## src/rtl/alu_pkg.sv

```systemverilog
// Shared constants for the LEGv8 ALU issue sequencer: ALU opcodes, instruction
// opcode fields and the sequencer state encoding.
package alu_pkg;

  localparam logic [2:0] ALU_AND   = 3'b000;
  localparam logic [2:0] ALU_ORR   = 3'b001;
  localparam logic [2:0] ALU_NOTA  = 3'b010;
  localparam logic [2:0] ALU_PASSA = 3'b011;
  localparam logic [2:0] ALU_PASSB = 3'b100;
  localparam logic [2:0] ALU_ADD   = 3'b101;
  localparam logic [2:0] ALU_SUB   = 3'b110;
  localparam logic [2:0] ALU_MOVK  = 3'b111;

  // Field widths follow the instruction format: R/D = 11, I = 10, IM = 9, CB = 8, B = 6
  localparam logic [10:0] OP_ADD  = 11'b10001011000;
  localparam logic [10:0] OP_SUB  = 11'b11001011000;
  localparam logic [10:0] OP_AND  = 11'b10001010000;
  localparam logic [10:0] OP_ORR  = 11'b10101010000;
  localparam logic [10:0] OP_LDUR = 11'b11111000010;
  localparam logic [10:0] OP_STUR = 11'b11111000000;
  localparam logic [9:0]  OP_ADDI = 10'b1001000100;
  localparam logic [9:0]  OP_SUBI = 10'b1101000100;
  localparam logic [8:0]  OP_MOVK = 9'b111100101;
  localparam logic [7:0]  OP_CBZ  = 8'b10110100;
  localparam logic [7:0]  OP_CBNZ = 8'b10110101;
  localparam logic [5:0]  OP_B    = 6'b000101;

  typedef enum logic [1:0] {
    ST_IDLE    = 2'd0,
    ST_DECODE  = 2'd1,
    ST_EXEC    = 2'd2,
    ST_RESOLVE = 2'd3
  } state_t;

endpackage

```

## src/rtl/legv8_opdecode.sv

```systemverilog
// Combinational LEGv8 opcode decoder: top 11 instruction bits to ALU controls,
// datapath strobes and branch-class flags.
module legv8_opdecode
  import alu_pkg::*;
(
  input  logic [10:0] i_op,
  output logic [2:0]  o_alu_opcode,
  output logic        o_alu_src,
  output logic        o_reg2loc,
  output logic        o_mem_read,
  output logic        o_mem_write,
  output logic        o_reg_write,
  output logic        o_is_cbz,
  output logic        o_is_cbnz,
  output logic        o_is_b,
  output logic        o_illegal
);

  always_comb begin
    o_alu_opcode = ALU_AND;
    o_alu_src    = 1'b0;
    o_reg2loc    = 1'b0;
    o_mem_read   = 1'b0;
    o_mem_write  = 1'b0;
    o_reg_write  = 1'b0;
    o_is_cbz     = 1'b0;
    o_is_cbnz    = 1'b0;
    o_is_b       = 1'b0;
    o_illegal    = 1'b0;
    // Unconditional branch wins, then compare-and-branch, then the ALU table
    if (i_op[10:5] == OP_B) begin
      o_is_b = 1'b1;
    end else if (i_op[10:3] == OP_CBZ || i_op[10:3] == OP_CBNZ) begin
      o_alu_opcode = ALU_PASSB;
      o_reg2loc    = 1'b1;
      o_is_cbz     = (i_op[10:3] == OP_CBZ);
      o_is_cbnz    = (i_op[10:3] == OP_CBNZ);
    end else if (i_op == OP_ADD) begin
      o_alu_opcode = ALU_ADD;
      o_reg_write  = 1'b1;
    end else if (i_op == OP_SUB) begin
      o_alu_opcode = ALU_SUB;
      o_reg_write  = 1'b1;
    end else if (i_op == OP_AND) begin
      o_alu_opcode = ALU_AND;
      o_reg_write  = 1'b1;
    end else if (i_op == OP_ORR) begin
      o_alu_opcode = ALU_ORR;
      o_reg_write  = 1'b1;
    end else if (i_op == OP_LDUR) begin
      o_alu_opcode = ALU_ADD;
      o_alu_src    = 1'b1;
      o_mem_read   = 1'b1;
      o_reg_write  = 1'b1;
    end else if (i_op == OP_STUR) begin
      o_alu_opcode = ALU_ADD;
      o_alu_src    = 1'b1;
      o_mem_write  = 1'b1;
      o_reg2loc    = 1'b1;
    end else if (i_op[10:1] == OP_ADDI) begin
      o_alu_opcode = ALU_ADD;
      o_alu_src    = 1'b1;
      o_reg_write  = 1'b1;
    end else if (i_op[10:1] == OP_SUBI) begin
      o_alu_opcode = ALU_SUB;
      o_alu_src    = 1'b1;
      o_reg_write  = 1'b1;
    end else if (i_op[10:2] == OP_MOVK) begin
      o_alu_opcode = ALU_MOVK;
      o_alu_src    = 1'b1;
      o_reg_write  = 1'b1;
    end else begin
      o_illegal = 1'b1;
    end
  end

endmodule

```

## src/rtl/alu_issue_ctrl.sv

```systemverilog
// Multi-cycle issue sequencer: accepts one LEGv8 instruction, holds ALU controls
// for EXEC_CYCLES, then resolves strobes and branch outcome in a single cycle.
module alu_issue_ctrl
  import alu_pkg::*;
#(
  parameter int EXEC_CYCLES = 1,
  parameter int REGSIZE     = 64
) (
  input  logic               clk,
  input  logic               reset,
  input  logic               instr_valid,
  input  logic [31:0]        instr,
  output logic               instr_ready,
  output logic [2:0]         alu_opcode,
  output logic               alu_src,
  output logic               reg2loc,
  input  logic               alu_nz,
  output logic               mem_read,
  output logic               mem_write,
  output logic               reg_write,
  output logic               br_taken,
  output logic [REGSIZE-1:0] br_offset,
  output logic               illegal,
  output logic               done
);

  if (EXEC_CYCLES < 1 || EXEC_CYCLES > 15) begin : g_exec_range
    $error("alu_issue_ctrl: EXEC_CYCLES must be in 1..15");
  end
  if (REGSIZE < 28) begin : g_regsize_range
    $error("alu_issue_ctrl: REGSIZE must hold a 28-bit branch offset");
  end

  localparam logic [3:0] CNT_INIT = 4'(EXEC_CYCLES - 1);

  state_t             r_state, w_state_nxt;
  logic [31:0]        r_instr;
  logic [3:0]         r_cnt;
  logic [2:0]         r_alu_opcode;
  logic               r_alu_src, r_reg2loc;
  logic               r_mem_read, r_mem_write, r_reg_write;
  logic               r_is_cbz, r_is_cbnz, r_is_b, r_illegal;
  logic [REGSIZE-1:0] r_br_offset;

  logic [2:0]         w_alu_opcode;
  logic               w_alu_src, w_reg2loc;
  logic               w_mem_read, w_mem_write, w_reg_write;
  logic               w_is_cbz, w_is_cbnz, w_is_b, w_illegal;
  logic [REGSIZE-1:0] w_cb_off, w_b_off;

  legv8_opdecode u_opdecode (
    .i_op         (r_instr[31:21]),
    .o_alu_opcode (w_alu_opcode),
    .o_alu_src    (w_alu_src),
    .o_reg2loc    (w_reg2loc),
    .o_mem_read   (w_mem_read),
    .o_mem_write  (w_mem_write),
    .o_reg_write  (w_reg_write),
    .o_is_cbz     (w_is_cbz),
    .o_is_cbnz    (w_is_cbnz),
    .o_is_b       (w_is_b),
    .o_illegal    (w_illegal)
  );

  // Word offsets become byte offsets, sign-extended to the full datapath width
  assign w_cb_off = {{(REGSIZE-21){r_instr[23]}}, r_instr[23:5], 2'b00};
  assign w_b_off  = {{(REGSIZE-28){r_instr[25]}}, r_instr[25:0], 2'b00};

  always_ff @(posedge clk or posedge reset) begin
    if (reset) begin
      r_state      <= ST_IDLE;
      r_instr      <= '0;
      r_cnt        <= '0;
      r_alu_opcode <= '0;
      r_alu_src    <= 1'b0;
      r_reg2loc    <= 1'b0;
      r_mem_read   <= 1'b0;
      r_mem_write  <= 1'b0;
      r_reg_write  <= 1'b0;
      r_is_cbz     <= 1'b0;
      r_is_cbnz    <= 1'b0;
      r_is_b       <= 1'b0;
      r_illegal    <= 1'b0;
      r_br_offset  <= '0;
    end else begin
      r_state <= w_state_nxt;
      case (r_state)
        ST_IDLE: begin
          if (instr_valid) r_instr <= instr;
        end
        ST_DECODE: begin
          r_cnt        <= CNT_INIT;
          r_alu_opcode <= w_alu_opcode;
          r_alu_src    <= w_alu_src;
          r_reg2loc    <= w_reg2loc;
          r_mem_read   <= w_mem_read;
          r_mem_write  <= w_mem_write;
          r_reg_write  <= w_reg_write;
          r_is_cbz     <= w_is_cbz;
          r_is_cbnz    <= w_is_cbnz;
          r_is_b       <= w_is_b;
          r_illegal    <= w_illegal;
          if (w_is_b)                     r_br_offset <= w_b_off;
          else if (w_is_cbz || w_is_cbnz) r_br_offset <= w_cb_off;
          else                            r_br_offset <= '0;
        end
        ST_EXEC: begin
          if (r_cnt != 4'd0) r_cnt <= r_cnt - 4'd1;
        end
        default: ;
      endcase
    end
  end

  always_comb begin
    w_state_nxt = r_state;
    instr_ready = 1'b0;
    alu_opcode  = '0;
    alu_src     = 1'b0;
    reg2loc     = 1'b0;
    mem_read    = 1'b0;
    mem_write   = 1'b0;
    reg_write   = 1'b0;
    br_taken    = 1'b0;
    br_offset   = '0;
    illegal     = 1'b0;
    done        = 1'b0;
    case (r_state)
      ST_IDLE: begin
        // Ready is withheld while reset is held so the handshake cannot race its release
        instr_ready = ~reset;
        if (instr_valid) w_state_nxt = ST_DECODE;
      end
      ST_DECODE: begin
        w_state_nxt = ST_EXEC;
      end
      ST_EXEC: begin
        alu_opcode = r_alu_opcode;
        alu_src    = r_alu_src;
        reg2loc    = r_reg2loc;
        if (r_cnt == 4'd0) w_state_nxt = ST_RESOLVE;
      end
      ST_RESOLVE: begin
        alu_opcode  = r_alu_opcode;
        alu_src     = r_alu_src;
        reg2loc     = r_reg2loc;
        mem_read    = r_mem_read;
        mem_write   = r_mem_write;
        reg_write   = r_reg_write;
        br_taken    = r_is_b | (r_is_cbz & ~alu_nz) | (r_is_cbnz & alu_nz);
        br_offset   = r_br_offset;
        illegal     = r_illegal;
        done        = 1'b1;
        w_state_nxt = ST_IDLE;
      end
      default: w_state_nxt = ST_IDLE;
    endcase
  end

endmodule

```

## config.mk

```make
export PLATFORM = sky130hd
export DESIGN_NAME = alu_issue_ctrl
export DESIGN_NICKNAME = d
export VERILOG_FILES = /design/src/rtl/alu_pkg.sv /design/src/rtl/legv8_opdecode.sv /design/src/rtl/alu_issue_ctrl.sv
export SDC_FILE = /design/constraint.sdc
export NUM_CORES = 1
export LEC_CHECK = 0
export ABC_AREA = 1
export CAP_MARGIN = 20
export CORE_UTILIZATION = 35
export CTS_BUF_LIST = sky130_fd_sc_hd__clkbuf_8 sky130_fd_sc_hd__clkbuf_16
export DETAILED_ROUTE_END_ITERATION = 8
export HOLD_SLACK_MARGIN = 0.08
export PLACE_DENSITY_LB_ADDON = 0.1
export RECOVER_POWER = 25
export SLEW_MARGIN = 20
export SYNTH_ARGS = -nofsm -noshare
export SYNTH_HDL_FRONTEND = slang
export SYNTH_HIERARCHICAL = 1
export SYNTH_SLANG_ARGS = --single-unit
```

## constraint.sdc

```tcl
create_clock -name clk -period 4.86 [get_ports clk]
set_clock_uncertainty 0.15 [all_clocks]
set_input_delay 1.215 -clock clk [delete_from_list [all_inputs] [get_ports clk]]
set_output_delay 1.215 -clock clk [all_outputs]
set_load 0.005 [all_outputs]
```

Word-level counts from Yosys, hierarchy flattened
Cells that the tools add are included.

word-level totals
  register bits after elaboration = 114
  word-level logic and storage cells = 130
  input port bits = 36

cells by class
  muxes and demuxes = 81
  $add $sub $neg = 1
  eq/ne operators = 18
  reductions and logical operators = 10
  bitwise logic cells = 6

operators by type and width
  cell                                                 count
  two-way mux 64 bit                                   3
  equality test 11 bit, second input constant          6
  two-way mux 1 bit                                    61
  two-way mux 3 bit                                    12
  equality test 10 bit, second input constant          2
  equality test 8 bit, second input constant           2
  equality test 9 bit, second input constant           1
  case mux 2 bit (4 select lines)                      1
  case mux 4 bit (2 select lines)                      1
  equality test 6 x 3 -> 1 bit, second input constant  1
  != test 2 bit, second input constant                 3
  AND reduction 2 bit                                  3
  equality test 2 bit, second input constant           2
  logical NOT 4 bit                                    1
  two-way mux 2 bit                                    2
  two-way mux 4 bit                                    1
  nonzero test 4 bit                                   1
  subtractor 4 x 1 -> 4 bit, second input constant     1
  bitwise AND 1 bit                                    2
  equality test 2 x 1 -> 1 bit, second input constant  1
  logical NOT 2 bit                                    1
  logical OR 1 bit                                     2
  inverter 1 bit                                       2
  OR 1 bit                                             2
  other kinds (2)                                      2

Depth between registers and ports, before layout
  depth after elaboration = 12
  mapped depth = 11

Cells and area by module
The synthesis kept the hierarchy.

by module, submodules not included
  module          times used  cells each  area an instance (um2)
  alu_issue_ctrl  1           419         3,759.9
  legv8_opdecode  1           84          415.4

Worst setup path before layout
No wires, ideal clock.

  path type = flip-flop to output port
  from = reg r_state[0]
  to = out br_offset[28]
  buffers on the path = 2
  required time = 3,495 ps
  slack = 1,725 ps
  data arrival time = 1,770 ps
  stages on the path, launching flop included = 6
  cells stage by stage = dfrtp_1 ha_1 clkbuf_1 nand2_1 inv_1 buf_4

between the ends
  longest elaborated chain between the ends = 2

RTL lines
  what                    line                   source
  from (decl)             alu_issue_ctrl.sv:36   state_t r_state, w_state_nxt;
  from (signal assigned)  alu_issue_ctrl.sv:86   r_state <= w_state_nxt;
  equality test 2 bit     alu_issue_ctrl.sv:128  case (r_state)
  two-way mux 64 bit      alu_issue_ctrl.sv:128
  to (decl)               alu_issue_ctrl.sv:22   output logic [REGSIZE-1:0] br_offset,

Every way passes these cells.

Worst setup path in the final report
  from = in alu_nz
  to = out br_taken

between the ends
  longest elaborated chain between the ends = 5
  elaborated cells between the ends (all ways) = 6
  classes of those cells = mux (1); bitwise (5)

RTL lines
  what                   line                   source
  from (decl)            alu_issue_ctrl.sv:17   input logic alu_nz,
  inverter 1 bit         alu_issue_ctrl.sv:150  br_taken = r_is_b | (r_is_cbz & ~alu_nz) | (r_is_cbnz & alu_nz);
  bitwise AND 1 bit      alu_issue_ctrl.sv:150
  OR 1 bit               alu_issue_ctrl.sv:150
  OR 1 bit (*)           alu_issue_ctrl.sv:150
  two-way mux 1 bit (*)  alu_issue_ctrl.sv:128
  to (decl)              alu_issue_ctrl.sv:21   output logic br_taken,

Every way passes the cells marked *; elsewhere a longest branch is shown, timed or not.

==> flow_summary.ini <==
[timing]
setup_violations = 0
min_period_over_period_pct = 77.8
period_needed_ps = 3780
finalHoldViolCount = 0
fin_setup_tns_ps = 0
worst_pin_slew_ps = 1960
rsz0062_at_grt = no
slew_headroom_pct = -30.7
max_freq_mhz = 265
slew_violations = 80

[cells_and_area]
layout.nets = 615
fillers = 1161
mostFrequentLayoutCells = nand2_1, clkdlybuf4s50_1, dfrtp_1
final_common_cell = nand2_1
postLayoutCellArea_mm2 = 0.00544
area_delta_synth_final_pct = 30.3
multiInputGateArea_mm2 = 0.00165
drive_above_1_share_pct = 6.93
seqCellArea_mm2 = 0.00190
diodes = 0
stdcell_count = 720

[power]
p_switching_uw = 966
power_leakage_nw = 2.68
intPower_mw = 1.61
seq_power_share_pct = 39.2
power_frac_comb_pct = 32.0
p_per_area_mw_per_mm2 = 473
p_sw_share_pct = 37.5
p_clk_share_pct = 28.8
peakVddDrop_mv = 0.199

[global_routing]
grt.total_usage_pct = 16.6
grt_antenna_before_repair = 0
overflow = 0
first_global_vias = 3358
grt_max_degree = 44
grt_pass1_wl_mm = 16.6

[critical_path]
ff2ff_path_depth = 9
arrival_ps = 2410
reg2reg_from = r_instr[29]$_DFFE_PP0P_
required_ps = 3490
startpoint_type = primary input
path_class = primary input to primary output
critPathCaptureType = primary output
reg2reg_slack_ps = 1880
worst-path-max-fanout = 2
rr_endpoint = r_br_offset[23]$_DFFE_PP0P_

[route]
route.detailed.drc = 30
first_pass_iters = 7
dr.first_iter.drc_count = 175
wirelength_mm = 9.88
wl_per_cell_um = 13.7
avgViaCountPerCell = 4.72
final_antenna_net_count = 0
vias = 3397

[synth]
ys_seq_area_share_pct = 45.5
synth-seq-cells = 76
yosysWarnings = 6
netlist_area_mm2 = 0.00418
synth_ff_type = dfrtp_1
yosys.cell_types.count = 31
synth_edf_count = 0
syn_avg_cell_area_um2 = 8.30
synthCells = 503
async_flop_share_pct = 100

[floorplan]
ios = 112
start_util_pct = 36.3
dieArea_mm2 = 0.0124
core_mm2 = 0.0115
die_w_um = 111
fp.dieH_um = 111
num_rows = 39

[placement]
io_buffers = 109
routabilityCongestion = 0.797
post-dp-hpwl_mm = 6.89
place_inst = 704
placed_area_mm2 = 0.00512

[min_path]
hp-class = flip-flop to flip-flop
whs_path_depth = 2
worstHoldStart = r_illegal$_DFFE_PP0P_
whs_endpoint = r_illegal$_DFFE_PP0P_

[clocking]
clockBufferDepth = 2
cts_tree = built
clkTransAtPathRegs_ps = 60
cts_setup_buffers = 0
cts-root-buf = clkbuf_16
cts.sinks = 76
numCtsBuffers = 9
insertion_delay_ps = 330
h-tree-depth = 3
postCtsResizedCells = 0
cts_hold_buffers = 0

[run_status]
violations = DRC, capacitance limit, slew limit
outcome = complete, but fails checks

[flow_run]
cap_violations = 2
==> power groups by stage <==
stage	clock network (mW)	registers (mW)	logic (mW)
2_1_floorplan	0	0.961	0.630
3_3_place_gp	0	1.02	0.818
3_5_place_dp	0	1.02	0.839
4_1_cts	0.754	1.01	0.844
5_1_grt	0.780	1.04	0.927
6_report	0.742	1.01	0.824
==> layout make-up <==
cell class / count / share of cell area (%)
Sequential cell: 76 / 35.0
Timing Repair Buffer: 114 / 20.7
Inverter: 67 / 4.65
Multi-Input combinational cell: 304 / 30.3
Tap cell: 143 / 3.29
Clock buffer: 10 / 4.39
Clock inverter: 6 / 1.77
==> synth_stat cells (all sizes together), types with 2 or more instances <==
cell,number,area share (%)
nand2,116,11
nor3,2,0.36
clkbuf,14,1.3
nand3,78,9.7
nand4,4,0.60
a21oi,4,0.48
dfrtp,76,46
ha,7,2.1
or2,3,0.45
o211ai,3,0.54
mux2,29,7.8
buf,43,7.6
nor2,38,4.0
inv,66,5.9
o21ai,14,1.7
==> layer usage <==
| layer | vias up | global-route usage (%) | share of wire (%) | wire (µm) |
|---|---|---|---|---|
| li1 | 1682 | - | - | - |
| met1 | 1602 | 21.9 | 46 | 4570 |
| met2 | 107 | 26.7 | 46 | 4550 |
| met3 | 6 | 3.50 | 6.8 | 675 |
| met4 | 0 | 6.40 | 0.86 | 85 |
| met5 | - | 0 | 0 | 0 |
==> sequential cells by signal, summed over array words and instances (netlist names), 2 cells and up <==
signal,count
r_br_offset,26
r_state,2
r_instr,32
r_cnt,4
r_alu_opcode,3
==> cell families after synthesis <==
group,synth area share (%)
compound gates,3.06
fa+ha+maj,2.10
mux,7.82
simple gates,26.3
other cells,0.0898
buf+inv,14.9
xor+xnor,0.210
flops,45.5
==> per-stage QoR <==
step	worst slack (ps)	power [mW]	hold WS (ps)	utilization [%]
after floorplan	1560	1.59	292	-
after global placement	1070	1.84	306	44.4
after detailed placement	1080	1.86	312	44.4
after CTS	1070	2.61	326	47.4
after global routing	997	2.75	344	47.2
final	1080	2.57	323	47.2
==> worst max path at each step <==
stage,start,end,slack [ps],cells past startpoint
floorplan,reset,r_alu_opcode[0]$_DFFE_PP0P_,1560,1
global placement,alu_nz,br_taken,1070,5
detailed placement,alu_nz,br_taken,1080,5
CTS,alu_nz,br_taken,1070,5
global route,instr_valid,r_instr[26]$_DFFE_PP0P_,1000,4
finish,alu_nz,br_taken,1080,5
==> worst max-delay path: stages <==
cell and delay (ps):
clkdlybuf4s50_1 430, nor2_1 110, nor2_1 40, a21boi_1 110, clkdlybuf4s50_1 510
No activity file was read; power rests on OpenSTA's default activity.
